==> src/rtl/uart_request_framer_pkg.sv <==
// Shared types for the UART request framer and the instruction decoder:
// frame state encoding, error codes, command width and the legality helper.
package uart_request_framer_pkg;

  typedef enum logic [2:0] {
    WAIT_CMD,
    WAIT_ADDR,
    WAIT_CSUM,
    CHECK,
    OUT,
    ERR
  } state_e;

  localparam logic [1:0] ERR_NONE    = 2'b00;
  localparam logic [1:0] ERR_CMD     = 2'b01;
  localparam logic [1:0] ERR_ADDR    = 2'b10;
  localparam logic [1:0] ERR_TIMEOUT = 2'b11;

  localparam int CMD_W = 3;
  typedef logic [CMD_W-1:0] cmd_t;

  // Edges on which rx_rdy is ignored after a consume: the rdy_clr cycle plus
  // two cycles of flag-clear latency inside the UART.
  localparam int RX_BLANK = 3;

  function automatic logic cmd_legal(input logic [7:0] c, input int max_cmd);
    return int'(c) <= max_cmd;
  endfunction

endpackage

==> src/rtl/uart_request_framer_if.sv <==
// Bundle of UART-side, control-side and error-side signals of the framer.
// master = framer side, slave = UART/decoder/packer side.
interface uart_request_framer_if #(
  parameter int ADDR_W = 5
);
  logic              rx_rdy;
  logic [7:0]        rx_data;
  logic              idle;
  logic              continuous;
  logic              rdy_clr;
  logic [2:0]        instr;
  logic [ADDR_W-1:0] addr;
  logic              req_valid;
  logic              err_valid;
  logic [1:0]        err_code;

  modport master (
    input  rx_rdy, rx_data, idle, continuous,
    output rdy_clr, instr, addr, req_valid, err_valid, err_code
  );

  modport slave (
    output rx_rdy, rx_data, idle, continuous,
    input  rdy_clr, instr, addr, req_valid, err_valid, err_code
  );
endinterface

==> src/rtl/uart_request_framer_frame_timeout_timer.sv <==
// Saturating inter-byte timer: cleared at each frame byte, counts while enabled,
// flags expiry once TIMEOUT_CYCLES-1 is reached.
module frame_timeout_timer #(
  parameter int TIMEOUT_CYCLES = 2_500_000,
  localparam int CNT_W = $clog2(TIMEOUT_CYCLES + 1)
) (
  input  logic clk_50m,
  input  logic rst_n,
  input  logic clear,
  input  logic enable,
  output logic expired
);

  logic [CNT_W-1:0] count_q, count_d;

  always_comb begin
    count_d = count_q;
    if (clear) begin
      count_d = '0;
    end else if (enable && (count_q != CNT_W'(TIMEOUT_CYCLES))) begin
      count_d = count_q + 1'b1;
    end
  end

  always_ff @(posedge clk_50m or negedge rst_n) begin
    if (!rst_n) begin
      count_q <= '0;
    end else begin
      count_q <= count_d;
    end
  end

  assign expired = (count_q >= CNT_W'(TIMEOUT_CYCLES - 1));

endmodule

==> src/rtl/uart_request_framer.sv <==
// Receive-side request framer: gathers cmd/addr bytes from the UART, validates
// them and emits a request or error pulse. Macro REQ_CHECKSUM_EN adds a csum byte.
module uart_request_framer
  import uart_request_framer_pkg::*;
#(
  parameter int CLK_HZ         = 50_000_000,
  parameter int TIMEOUT_CYCLES = CLK_HZ / 20,
  parameter int MAX_CMD        = 6,
  parameter int NUM_SENSORS    = 32,
  parameter int ADDR_W         = 5
) (
  input  logic                   clk_50m,
  input  logic                   rst_n,
  uart_request_framer_if.master  bus
);

  state_e            state_q, state_d;
  logic [7:0]        cmd_q, cmd_d;
  logic [7:0]        addr_q, addr_d;
  cmd_t              instr_q, instr_d;
  logic [ADDR_W-1:0] addr_out_q, addr_out_d;
  logic [1:0]        err_code_q, err_code_d;
  logic              rdy_clr_q, rdy_clr_d;
  logic [1:0]        blank_q, blank_d;
  logic              byte_take;
  logic              tmr_clear, tmr_en, tmr_expired;
`ifdef REQ_CHECKSUM_EN
  logic [7:0]        csum_q, csum_d;
`endif

  assign byte_take = bus.rx_rdy && (blank_q == 2'd0);

  frame_timeout_timer #(
    .TIMEOUT_CYCLES (TIMEOUT_CYCLES)
  ) u_timer (
    .clk_50m (clk_50m),
    .rst_n   (rst_n),
    .clear   (tmr_clear),
    .enable  (tmr_en),
    .expired (tmr_expired)
  );

  always_comb begin
    state_d    = state_q;
    cmd_d      = cmd_q;
    addr_d     = addr_q;
    instr_d    = instr_q;
    addr_out_d = addr_out_q;
    err_code_d = err_code_q;
    rdy_clr_d  = 1'b0;
    blank_d    = (blank_q != 2'd0) ? blank_q - 2'd1 : 2'd0;
    tmr_clear  = 1'b0;
    tmr_en     = 1'b0;
`ifdef REQ_CHECKSUM_EN
    csum_d     = csum_q;
`endif

    case (state_q)
      WAIT_CMD: begin
        if (byte_take) begin
          rdy_clr_d = 1'b1;
          blank_d   = 2'(RX_BLANK);
          // Bytes arriving while the controller is busy are drained silently.
          if (bus.idle || bus.continuous) begin
            cmd_d     = bus.rx_data;
            tmr_clear = 1'b1;
            state_d   = WAIT_ADDR;
          end
        end
      end

      WAIT_ADDR: begin
        tmr_en = 1'b1;
        if (byte_take) begin
          rdy_clr_d = 1'b1;
          blank_d   = 2'(RX_BLANK);
          addr_d    = bus.rx_data;
`ifdef REQ_CHECKSUM_EN
          tmr_clear = 1'b1;
          state_d   = WAIT_CSUM;
`else
          state_d   = CHECK;
`endif
        end else if (tmr_expired) begin
          err_code_d = ERR_TIMEOUT;
          state_d    = ERR;
        end
      end

`ifdef REQ_CHECKSUM_EN
      WAIT_CSUM: begin
        tmr_en = 1'b1;
        if (byte_take) begin
          rdy_clr_d = 1'b1;
          blank_d   = 2'(RX_BLANK);
          csum_d    = bus.rx_data;
          state_d   = CHECK;
        end else if (tmr_expired) begin
          err_code_d = ERR_TIMEOUT;
          state_d    = ERR;
        end
      end
`endif

      CHECK: begin
        if (!cmd_legal(cmd_q, MAX_CMD)) begin
          err_code_d = ERR_CMD;
          state_d    = ERR;
`ifdef REQ_CHECKSUM_EN
        end else if (csum_q != (cmd_q ^ addr_q)) begin
          err_code_d = ERR_CMD;
          state_d    = ERR;
`endif
        end else if (int'(addr_q) >= NUM_SENSORS) begin
          err_code_d = ERR_ADDR;
          state_d    = ERR;
        end else begin
          instr_d    = cmd_q[CMD_W-1:0];
          addr_out_d = addr_q[ADDR_W-1:0];
          err_code_d = ERR_NONE;
          state_d    = OUT;
        end
      end

      OUT:     state_d = WAIT_CMD;
      ERR:     state_d = WAIT_CMD;
      default: state_d = WAIT_CMD;
    endcase
  end

  always_ff @(posedge clk_50m or negedge rst_n) begin
    if (!rst_n) begin
      state_q    <= WAIT_CMD;
      cmd_q      <= '0;
      addr_q     <= '0;
      instr_q    <= '0;
      addr_out_q <= '0;
      err_code_q <= ERR_NONE;
      rdy_clr_q  <= 1'b0;
      blank_q    <= '0;
`ifdef REQ_CHECKSUM_EN
      csum_q     <= '0;
`endif
    end else begin
      state_q    <= state_d;
      cmd_q      <= cmd_d;
      addr_q     <= addr_d;
      instr_q    <= instr_d;
      addr_out_q <= addr_out_d;
      err_code_q <= err_code_d;
      rdy_clr_q  <= rdy_clr_d;
      blank_q    <= blank_d;
`ifdef REQ_CHECKSUM_EN
      csum_q     <= csum_d;
`endif
    end
  end

  assign bus.rdy_clr   = rdy_clr_q;
  assign bus.instr     = instr_q;
  assign bus.addr      = addr_out_q;
  assign bus.req_valid = (state_q == OUT);
  assign bus.err_valid = (state_q == ERR);
  assign bus.err_code  = err_code_q;

endmodule

==> src/flat_wrapper.sv <==
// flat-port wrapper written by rule: the top's interface ports become plain ports
module uart_request_framer_flat import uart_request_framer_pkg::*;
#(
  parameter int CLK_HZ         = 50_000_000,
  parameter int TIMEOUT_CYCLES = CLK_HZ / 20,
  parameter int MAX_CMD        = 6,
  parameter int NUM_SENSORS    = 32,
  parameter int ADDR_W         = 5
)
  (clk_50m, rst_n, bus_rx_rdy, bus_rx_data, bus_idle, bus_continuous, bus_rdy_clr, bus_instr, bus_addr, bus_req_valid, bus_err_valid, bus_err_code);
  uart_request_framer_if #(.ADDR_W(ADDR_W)) bus_i ();
  input  logic clk_50m;
  input  logic rst_n;
  input wire logic [$bits(bus_i.rx_rdy)-1:0] bus_rx_rdy;
  input wire logic [$bits(bus_i.rx_data)-1:0] bus_rx_data;
  input wire logic [$bits(bus_i.idle)-1:0] bus_idle;
  input wire logic [$bits(bus_i.continuous)-1:0] bus_continuous;
  output wire logic [$bits(bus_i.rdy_clr)-1:0] bus_rdy_clr;
  output wire logic [$bits(bus_i.instr)-1:0] bus_instr;
  output wire logic [$bits(bus_i.addr)-1:0] bus_addr;
  output wire logic [$bits(bus_i.req_valid)-1:0] bus_req_valid;
  output wire logic [$bits(bus_i.err_valid)-1:0] bus_err_valid;
  output wire logic [$bits(bus_i.err_code)-1:0] bus_err_code;
  assign bus_i.rx_rdy = bus_rx_rdy;
  assign bus_i.rx_data = bus_rx_data;
  assign bus_i.idle = bus_idle;
  assign bus_i.continuous = bus_continuous;
  assign bus_rdy_clr = bus_i.rdy_clr;
  assign bus_instr = bus_i.instr;
  assign bus_addr = bus_i.addr;
  assign bus_req_valid = bus_i.req_valid;
  assign bus_err_valid = bus_i.err_valid;
  assign bus_err_code = bus_i.err_code;
  uart_request_framer #(.CLK_HZ(CLK_HZ), .TIMEOUT_CYCLES(TIMEOUT_CYCLES), .MAX_CMD(MAX_CMD), .NUM_SENSORS(NUM_SENSORS), .ADDR_W(ADDR_W)) u_core (.clk_50m(clk_50m), .rst_n(rst_n), .bus(bus_i));
endmodule
==> config.mk <==
export PLATFORM = sky130hd
export DESIGN_NAME = uart_request_framer_flat
export DESIGN_NICKNAME = d
export VERILOG_FILES = /design/src/rtl/uart_request_framer_pkg.sv /design/src/rtl/uart_request_framer_if.sv /design/src/rtl/uart_request_framer_frame_timeout_timer.sv /design/src/rtl/uart_request_framer.sv /design/src/flat_wrapper.sv
export SDC_FILE = /design/constraint.sdc
export NUM_CORES = 1
export LEC_CHECK = 0
export CAP_MARGIN = 20
export CORE_AREA = 2 2 75 77
export CTS_BUF_LIST = sky130_fd_sc_hd__clkbuf_8
export DETAILED_ROUTE_END_ITERATION = 8
export DIE_AREA = 0 0 77 79
export GPL_ROUTABILITY_DRIVEN = 0
export HOLD_SLACK_MARGIN = 0.08
export MAX_ROUTING_LAYER = met4
export PLACE_DENSITY_LB_ADDON = 0.1
export SYNTH_ARGS = -nofsm -noshare
export SYNTH_HDL_FRONTEND = slang
export SYNTH_HIERARCHICAL = 1
export SYNTH_SLANG_ARGS = --single-unit
export TNS_END_PERCENT = 30
==> constraint.sdc <==
create_clock -name clk_50m -period 2.92 [get_ports clk_50m]
set_clock_uncertainty 0.15 [all_clocks]
set_input_delay 0.438 -clock clk_50m [delete_from_list [all_inputs] [get_ports clk_50m]]
set_output_delay 0.438 -clock clk_50m [all_outputs]
set_load 0.03 [all_outputs]
==> impl_metrics.env, run 1 <==
export IMPL_drc=0
export IMPL_finalSetupViolCount=0
export IMPL_num_nets_final=275
export IMPL_setup_tns_ns=0
export IMPL_status="finished clean"
export IMPL_syn_inst=223
export IMPL_die_w_um=77
export IMPL_grt_pass1_wl_mm=7.91
export IMPL_rsz0062_at_grt="no"
export IMPL_stdcell_count=333
export IMPL_syn2layout_area_growth_pct=18.7
export IMPL_cts_tree="built"
export IMPL_post_route_period_util_pct=87.8
export IMPL_place_area_um2=2940
export IMPL_synth_ff_type="dfrtp_1"
export IMPL_dp_hpwl_mm=3.43
export IMPL_port_buffers=25
export IMPL_clk_pin_slew_ns=0.10
export IMPL_required_ns=2.98
export IMPL_core_um2=5340
export IMPL_vdd_drop_max_uv=467
export IMPL_chipHeight_um=79
export IMPL_critical_path_startpoint_type="register"
export IMPL_placedCellCount=324
export IMPL_yosys_register_bits=54
export IMPL_end_kind="register"
export IMPL_grt_pass1_vias=1720
export IMPL_worstSetupPathType="reg -> reg"
export IMPL_synth_fp_nets=238
export IMPL_grt_remaining_overflow=0
export IMPL_grt_use_met1_pct=22.6
export IMPL_num_vias=1738
export IMPL_yosysUniqueCellTypes=46
export IMPL_worstMarginPinSlew_ns=0.444
export IMPL_hold_viol_final=0
export IMPL_groute_usage_overall_pct=16.7
export IMPL_grt_start_max_net_pins=24
export IMPL_drt_total_wl_mm=4.63
export IMPL_final_max_slew_viol_count=0
export IMPL_synth_common_cells="dfrtp_1 (54), nor2_1 (25), mux2_2 (18)"
export IMPL_maxSlewHeadroom_pct=70.4
export IMPL_synth_edf_count=0
export IMPL_syn_area_um2=2560
export IMPL_drt_pass1_iterations=4
export IMPL_yosysMostFrequentCell="dfrtp_1"
export IMPL_viasPerCell=5.22
export IMPL_p_leak_nw=1.40
export IMPL_synthArstFlopShare_pct=100
export IMPL_wl_per_cell_um=13.9
export IMPL_synthTopCellsByArea="dfrtp_1 (53%), mux2_2 (7.9%), mux2_4 (5.3%)"
export IMPL_drv_cap=0
export IMPL_antenna_cells=0
export IMPL_antenna_found_initial=0
export IMPL_fp_row_count=27
export IMPL_rr_worst_depth=6
export IMPL_layout_drive_gt1_share_pct=21.8
export IMPL_cp_max_fo=7
export IMPL_start_util_pct=48.1
export IMPL_postCtsSetupRepairBufs=0
export IMPL_max_freq_ghz=0.390
export IMPL_htree_num_levels=2
export IMPL_worstSkewPairLatency_ns=0.31
export IMPL_gr_max_usage_layer="met2"
export IMPL_io_pins=26
export IMPL_met3_usage_pct=4.32
export IMPL_cp_arrival_ns=2.62
export IMPL_power_mw=2.47
export IMPL_cts_buffers=5
export IMPL_numClockSinks=54
export IMPL_hp_class="reg -> reg"
export IMPL_yosys_warnings=6
export IMPL_drt_iter0_drc=79
export IMPL_setup_slack_ns=0.357
export IMPL_yosysTopAreaCellShare_pct=52.7
export IMPL_die_area_um2=6080
export IMPL_place_ws_ns=0.0368
export IMPL_synth_top_area_cell="dfrtp_1"
export IMPL_root_buffer="clkbuf_8"
export IMPL_route_antenna_remaining_nets=0
export IMPL_yosysSeqAreaShare_pct=52.7
export IMPL_min_period_ns=2.56
export IMPL_postLayoutCellArea_um2=3040
export IMPL_clock_path_buffers=2
export IMPL_hold_depth=1
export IMPL_grtUsageMet2_pct=26.1
export IMPL_powerDensity_nw_per_um2=811
export IMPL_syn_area_per_cell_um2=11.5
==> layout make-up <==
class | count | area (um2)
flip-flops and latches | 54 | 1350
well taps | 72 | 90.1
repair buffers | 37 | 338
inverters | 10 | 37.5
fillers | 477 | 2290
multi-input cells | 152 | 1130
clock buffers | 5 | 68.8
clock inverters | 3 | 23.8
==> routing by layer <==
metal  share of wire [%]  vias to the layer above
li1                    -                      861
met1                  52                      846
met2                  44                       26
met3                 3.9                        5
met4                0.78                        0
met5                   0                        -
==> flip-flops by register name, summed over array words and instances (netlist names), 2 cells and up <==
| register | cells |
|---|---|
| u_core/bus.addr | 5 |
| u_core/u_timer/count_q | 22 |
| u_core/cmd_q | 8 |
| u_core/blank_q | 2 |
| u_core/state_q | 3 |
| u_core/bus.instr | 3 |
| u_core/bus.err_code | 2 |
| u_core/addr_q | 8 |
==> what timing repair did <==
item / 4_1_cts / 5_1_grt
resized for setup: 0 / 0
endpoints found under the hold margin: 13 / 0
hold buffers: 1 / 0
==> final timing paths <==
| path | startpoint | to | slack, ns |
|---|---|---|---|
| max | u_core/u_timer/count_q[6]$_DFFE_PN0P_ | u_core/u_timer/count_q[10]$_DFFE_PN0P_ | 0.36 |
| min reg2reg | u_core/blank_q[0]$_DFF_PN0_ | u_core/blank_q[0]$_DFF_PN0_ | 0.34 |
| min | u_core/blank_q[0]$_DFF_PN0_ | u_core/blank_q[0]$_DFF_PN0_ | 0.34 |
| max reg2reg | u_core/u_timer/count_q[6]$_DFFE_PN0P_ | u_core/u_timer/count_q[10]$_DFFE_PN0P_ | 0.36 |
| min in group asynchronous | rst_n | u_core/u_timer/count_q[8]$_DFFE_PN0P_ | 0.40 |
| max in group asynchronous | rst_n | u_core/u_timer/count_q[19]$_DFFE_PN0P_ | 1.61 |
==> per-stage QoR <==
step,utilization (%),hold WS [ns]
after CTS,57.0,0.341
final,57.0,0.345
after detailed placement,55.1,0.208
after floorplan,-,-0.00759
after global routing,57.0,0.374
after global placement,55.1,0.207
==> critical path, stage by stage (launching register included) <==
cell     delay (ns)
dfrtp_1        0.44
or4b_1         0.53
or4_4          0.44
o31ai_4        0.44
buf_4          0.22
nor4_1         0.05
o21ba_2        0.19
==> power breakdown <==
group	leakage [nW]	internal (mW)	total, mW	switching [mW]
Clock	0.0408	0.172	0.426	0.254
Combinational	0.658	0.458	0.877	0.419
Sequential	0.699	0.980	1.17	0.186
Total	1.40	1.61	2.47	0.859
==> logic make-up (layout without fill, tap and decap cells) <==
group	after synthesis	in the layout	share of synthesized area [%]
multiplexers	28	28	13.6
XOR/XNOR	13	13	4.44
AO/OA/AOI/OAI	21	21	6.44
buffers and inverters	17	55	3.07
flip-flops	54	54	52.7
adder cells (fa/ha/maj)	2	2	0.975
AND/OR/NAND/NOR	88	88	18.8
==> layout by cell type (no fill, tap or decap), types with 6 or more instances in the layout <==
master / instances
dfrtp_1: 54
nor2_1: 25
clkdlybuf4s50_1: 24
mux2_2: 18
nand2_1: 14
buf_4: 11
inv_1: 10
xor2_1: 10
mux2_4: 9
nand4_1: 7
nor3_1: 6
Note: power is estimated with default switching activity, not from simulation.
==> inputs of run 2 (changes only) <==
ABC_CLOCK_PERIOD_IN_PS = 2200   (was not set)
clock period = 2.2 ns   (was 2.92 ns; I/O delays follow)
==> impl_metrics.env, run 2 (synthesis results as in run 1) <==
export IMPL_fp_row_count=27
export IMPL_grt_remaining_overflow=0
export IMPL_numClockSinks=54
export IMPL_cp_startpoint="u_core/u_timer/count_q[9]$_DFFE_PN0P_"
export IMPL_rrSetupSlack_ns=-0.18
export IMPL_antenna_found_initial=0
export IMPL_stdcell_count=356
export IMPL_place_ws_ns=-0.485
export IMPL_root_buffer="clkbuf_8"
export IMPL_max_flop_register="u_core/u_timer/count_q"
export IMPL_reg_top3="u_core/u_timer/count_q: 22 flops, u_core/addr_q: 8 flops, u_core/cmd_q: 8 flops"
export IMPL_port_buffers=25
export IMPL_critical_path_startpoint_type="register"
export IMPL_route_antenna_remaining_nets=0
export IMPL_setup_slack_ns=-0.176
export IMPL_fillers=461
export IMPL_seqPwrFrac_pct=41.5
export IMPL_worstSetupPathType="reg -> reg"
export IMPL_mostFrequentLayoutCells="dfrtp_1 (54), buf_4 (29), nor2_1 (24), clkdlybuf4s50_1 (22), mux2_2 (18)"
export IMPL_finalSetupViolCount=10
export IMPL_maxSlewHeadroom_pct=53.9
export IMPL_drc=0
export IMPL_max_freq_ghz=0.421
export IMPL_viasPerCell=5.11
export IMPL_cts_buffers=5
export IMPL_io_pins=26
export IMPL_pwr_share_comb_pct=42.2
export IMPL_drt_iter0_drc=121
export IMPL_worstReg2RegStart="u_core/u_timer/count_q[9]$_DFFE_PN0P_"
export IMPL_setup_tns_ns=-1.26
export IMPL_drv_cap=0
export IMPL_dp_hpwl_mm=3.56
export IMPL_post_route_period_util_pct=108
export IMPL_num_nets_final=298
export IMPL_place_area_um2=3110
export IMPL_violations="setup timing"
export IMPL_grt_start_max_net_pins=55
export IMPL_grt_pass1_vias=1874
export IMPL_regToRegEndpoint="u_core/u_timer/count_q[12]$_DFFE_PN0P_"
export IMPL_placedCellCount=346
export IMPL_power_mw=3.64
export IMPL_final_max_slew_viol_count=0
export IMPL_worstMarginPinSlew_ns=0.692
export IMPL_antenna_cells=0
export IMPL_required_ns=2.26
export IMPL_hp_class="reg -> reg"
export IMPL_cp_arrival_ns=2.43
export IMPL_chipHeight_um=79
export IMPL_layout_drive_gt1_share_pct=33.5
export IMPL_syn2layout_area_growth_pct=29.4
export IMPL_status="finished, violations left"
export IMPL_drt_total_wl_mm=5.00
export IMPL_post_route_util_pct=62.2
export IMPL_powerDensity_nw_per_um2=1100
export IMPL_worstSkewPairLatency_ns=0.32
export IMPL_p_leak_nw=1.54
export IMPL_largest_register_ffs=22
export IMPL_mostFrequentLayoutCell="dfrtp_1"
export IMPL_cts_tree="built"
export IMPL_groute_usage_overall_pct=18.8
export IMPL_die_w_um=77
export IMPL_swShare_pct=34.5
export IMPL_intPower_mw=2.38
export IMPL_hold_viol_final=0
export IMPL_num_vias=1820
export IMPL_start_util_pct=48.1
export IMPL_clk_pin_slew_ns=0.11
export IMPL_postLayoutCellArea_um2=3320
export IMPL_drt_pass1_iterations=4
export IMPL_end_kind="register"
export IMPL_p_switching_mw=1.26
export IMPL_clkPwrFrac_pct=16.3
export IMPL_rsz0062_at_grt="yes"
export IMPL_vdd_drop_max_uv=572
export IMPL_cp_max_fo=6
export IMPL_clock_path_buffers=2
export IMPL_crit_path_end="u_core/u_timer/count_q[12]$_DFFE_PN0P_"
export IMPL_min_period_ns=2.38
export IMPL_rr_worst_depth=6
export IMPL_htree_num_levels=2
export IMPL_wl_per_cell_um=14.0
export IMPL_core_um2=5340
export IMPL_grt_pass1_wl_mm=8.80
export IMPL_whs_ns=0.354
export IMPL_die_area_um2=6080
-- run 2: cell types whose count changed in the layout (fill, tap and decap cells not counted), sizes merged --
cell           change
buf               +23
clkinv             +1
clkinvlp           -2
dlygate4sd2        +2
inv                +1
clkdlybuf4s50      -2
-- run 2: worst max-delay path, stage by stage (launching register included) --
cell and delay, ns:
dfrtp_1 0.39, or4b_1 0.52, or4_4 0.45, o31ai_4 0.26
buf_6 0.18, nor3_2 0.05, mux2_2 0.27
-- run 2: final cells by class --
type	instances	area [um2]	share of cell area (%)
flip-flops and latches	54	1350	40.7
multi-input cells	152	1210	36.4
repair buffers	60	531	16.0
well taps	72	90.1	2.71
clock buffers	5	68.8	2.07
inverters	10	40.0	1.21
clock inverters	3	28.8	0.867
-- run 2: per-layer routing --
metal,vias up,share of wire [%],global-route usage [%]
met1,894,50,25.8
met5,-,0,-
li1,902,-,-
met4,0,0.88,5.54
met2,19,47,28.3
met3,5,2.6,4.32
-- run 2: repair_timing --
item,4_1_cts,5_1_grt
pin swaps,4,9
hold buffers,1,0
endpoints found under the setup margin,27,31
hold endpoints to repair,54,0
setup buffers,0,1
gates resized for setup,16,9
-- run 2: how the worst min path moves through the flow --
| stage | startpoint | to | depth (start not counted) |
|---|---|---|---|
| floorplan | rst_n | u_core/addr_q[0]$_DFFE_PN0P_ | 0 |
| global route | u_core/cmd_q[7]$_DFFE_PN0P_ | u_core/cmd_q[7]$_DFFE_PN0P_ | 1 |
| detailed placement | u_core/bus.err_code[0]$_DFFE_PN0P_ | u_core/bus.err_code[0]$_DFFE_PN0P_ | 1 |
| finish | u_core/addr_q[4]$_DFFE_PN0P_ | u_core/bus.addr[4]$_DFFE_PN0P_ | 1 |
| CTS | u_core/bus.err_code[0]$_DFFE_PN0P_ | u_core/bus.err_code[0]$_DFFE_PN0P_ | 1 |
| global placement | u_core/bus.addr[2]$_DFFE_PN0P_ | u_core/bus.addr[2]$_DFFE_PN0P_ | 1 |
-- run 2: power groups by stage --
stage,clock network [mW],registers (mW),logic [mW]
2_1_floorplan,0,1.58,0.795
3_3_place_gp,0,1.51,1.39
3_5_place_dp,0,1.52,1.42
4_1_cts,0.615,1.51,1.48
5_1_grt,0.655,1.56,1.68
6_report,0.593,1.51,1.54
==> inputs of run 3 (changes only) <==
CELL_PAD_IN_SITES_DETAIL_PLACEMENT = 1   (was not set)
CELL_PAD_IN_SITES_GLOBAL_PLACEMENT = 1   (was not set)
CORE_AREA = 2 2 70 98   (was 2 2 75 77)
DIE_AREA = 0 0 72 100   (was 0 0 77 79)
GPL_ROUTABILITY_DRIVEN = 1   (was 0)
==> impl_metrics.env, run 3 (synthesis results as in run 1) <==
export IMPL_num_vias=1886
export IMPL_antenna_found_initial=0
export IMPL_max_freq_ghz=0.424
export IMPL_hold_viol_final=0
export IMPL_numClockSinks=54
export IMPL_cts_buffers=5
export IMPL_rr_worst_depth=6
export IMPL_p_leak_nw=1.56
export IMPL_required_ns=2.24
export IMPL_grt_pass1_wl_mm=9.65
export IMPL_port_buffers=25
export IMPL_final_max_slew_viol_count=0
export IMPL_rrSetupSlack_ns=-0.16
export IMPL_drc=0
export IMPL_max_stage_delay_ns=0.54
export IMPL_path_cells="or4b_4, or4_4, o31ai_4, buf_4, nor2_2, mux2_4"
export IMPL_dp_hpwl_mm=4.09
export IMPL_num_nets_final=296
export IMPL_post_route_period_util_pct=107
export IMPL_worstReg2RegStart="u_core/u_timer/count_q[9]$_DFFE_PN0P_"
export IMPL_hp_class="reg -> reg"
export IMPL_fp_row_count=35
export IMPL_drv_cap=0
export IMPL_crit_path_end="u_core/u_timer/count_q[2]$_DFFE_PN0P_"
export IMPL_layout_drive_gt1_share_pct=30.1
export IMPL_cp_max_fo=3
export IMPL_vdd_drop_max_uv=595
export IMPL_place_congestion=0.735
export IMPL_end_kind="register"
export IMPL_core_um2=6440
export IMPL_start_util_pct=39.8
export IMPL_min_period_ns=2.36
export IMPL_power_mw=3.64
export IMPL_grt_start_max_net_pins=55
export IMPL_powerDensity_nw_per_um2=1110
export IMPL_whs_ns=0.362
export IMPL_clock_path_buffers=2
export IMPL_chipHeight_um=100
export IMPL_io_pins=26
export IMPL_grt_remaining_overflow=0
export IMPL_cp_slowest_cell="or4b_4"
export IMPL_wl_per_cell_um=15.6
export IMPL_max_flop_register="u_core/u_timer/count_q"
export IMPL_finalSetupViolCount=13
export IMPL_mostFrequentLayoutCell="dfrtp_1"
export IMPL_die_area_um2=7200
export IMPL_drt_total_wl_mm=5.56
export IMPL_cp_arrival_ns=2.40
export IMPL_critical_path_startpoint_type="register"
export IMPL_cts_tree="built"
export IMPL_rsz0062_at_grt="yes"
export IMPL_route_antenna_remaining_nets=0
export IMPL_maxSlewHeadroom_pct=69.3
export IMPL_drt_iter0_drc=43
export IMPL_syn2layout_area_growth_pct=28.3
export IMPL_viasPerCell=5.30
export IMPL_largest_register_ffs=22
export IMPL_clk_pin_slew_ns=0.10
export IMPL_antenna_cells=0
export IMPL_mostFrequentLayoutCells="dfrtp_1 (54), buf_4 (28), nor2_1 (25), clkdlybuf4s50_1 (21), mux2_2 (18)"
export IMPL_root_buffer="clkbuf_8"
export IMPL_violations="setup timing"
export IMPL_die_w_um=72
export IMPL_groute_usage_overall_pct=17.8
export IMPL_regToRegEndpoint="u_core/u_timer/count_q[2]$_DFFE_PN0P_"
export IMPL_drt_pass1_iterations=4
export IMPL_status="finished, violations left"
export IMPL_setup_slack_ns=-0.158
export IMPL_worstSkewPairLatency_ns=0.30
export IMPL_worstMarginPinSlew_ns=0.456
export IMPL_reg_top3="u_core/u_timer/count_q: 22 flops, u_core/addr_q: 8 flops, u_core/cmd_q: 8 flops"
export IMPL_htree_num_levels=2
export IMPL_worstSetupPathType="reg -> reg"
export IMPL_grt_pass1_vias=1995
export IMPL_cp_startpoint="u_core/u_timer/count_q[9]$_DFFE_PN0P_"
-- run 3: cell types whose count changed in the layout (fill, tap and decap cells not counted), sizes merged --
cell,previous run,this run
clkinv,1,0
clkinvlp,0,1
buf,35,33
bufinv,0,1
dlymetal6s2s,0,2
clkdlybuf4s50,22,21
dlygate4sd2,2,1
inv,12,11
-- run 3: critical path, delay by kind of cell (launching register included) --
family | cells | cell delay (ns)
simple gates | 3 | 1.02
flops | 1 | 0.39
mux | 1 | 0.28
compound gates | 1 | 0.23
buf+inv | 1 | 0.17
-- run 3: repair_timing --
| item | 4_1_cts | 5_1_grt |
|---|---|---|
| hold buffers | 1 | 0 |
| hold endpoints to repair | 54 | 0 |
| endpoints found under the setup margin | 24 | 35 |
| resized for setup | 5 | 7 |
| pin swaps | 1 | 1 |
| buffers inserted | 3 | 0 |
-- run 3: report_power, final --
part / switching [mW] / internal, mW / total, mW
sequential: 0.235 / 1.30 / 1.54
combinational: 0.647 / 0.797 / 1.44
clock: 0.326 / 0.335 / 0.661
total: 1.21 / 2.43 / 3.64
-- run 3: worst min-delay path by stage --
stage                                        from  cells after the start                                     to
6_report       u_core/bus.err_code[0]$_DFFE_PN0P_                      1     u_core/bus.err_code[0]$_DFFE_PN0P_
5_1_grt              u_core/addr_q[5]$_DFFE_PN0P_                      1           u_core/addr_q[5]$_DFFE_PN0P_
4_1_cts            u_core/bus.addr[0]$_DFFE_PN0P_                      1         u_core/bus.addr[0]$_DFFE_PN0P_
3_5_place_dp                                rst_n                      2  u_core/u_timer/count_q[9]$_DFFE_PN0P_
3_3_place_gp                                rst_n                      2  u_core/u_timer/count_q[7]$_DFFE_PN0P_
2_1_floorplan                               rst_n                      0           u_core/addr_q[0]$_DFFE_PN0P_
-- run 3: layout make-up --
type | count | area (um2)
clock buffer | 5 | 68.8
clock inverter | 3 | 41.3
fill | 713 | 3150
inverter | 10 | 40.0
multi-input combinational | 152 | 1170
sequential | 54 | 1350
tap | 74 | 92.6
timing repair buffer | 58 | 532
-- run 3: layer usage --
metal / global-route usage [%] / wire, um / vias to the layer above
met3: 2.71 / 125 / 4
met2: 32.6 / 3200 / 23
li1: - / - / 895
met1: 19.8 / 2190 / 964
met4: 4.79 / 48 / 0
met5: - / 0 / -
-- run 3: through the flow --
| step | instances | TNS [ns] | setup slack, ns | area (um2) | utilization [%] |
|---|---|---|---|---|---|
| 2_1_floorplan | 223 | -0.798 | -0.153 | 2590 | - |
| 3_3_place_gp | 344 | -13.14 | -0.447 | 3110 | 48.3 |
| 3_5_place_dp | 344 | -13.48 | -0.454 | 3110 | 48.3 |
| 4_1_cts | 356 | -2.18 | -0.220 | 3270 | 50.7 |
| 5_1_grt | 356 | -2.40 | -0.224 | 3290 | 51.1 |
| 6_report | 356 | -1.19 | -0.158 | 3290 | 51.1 |
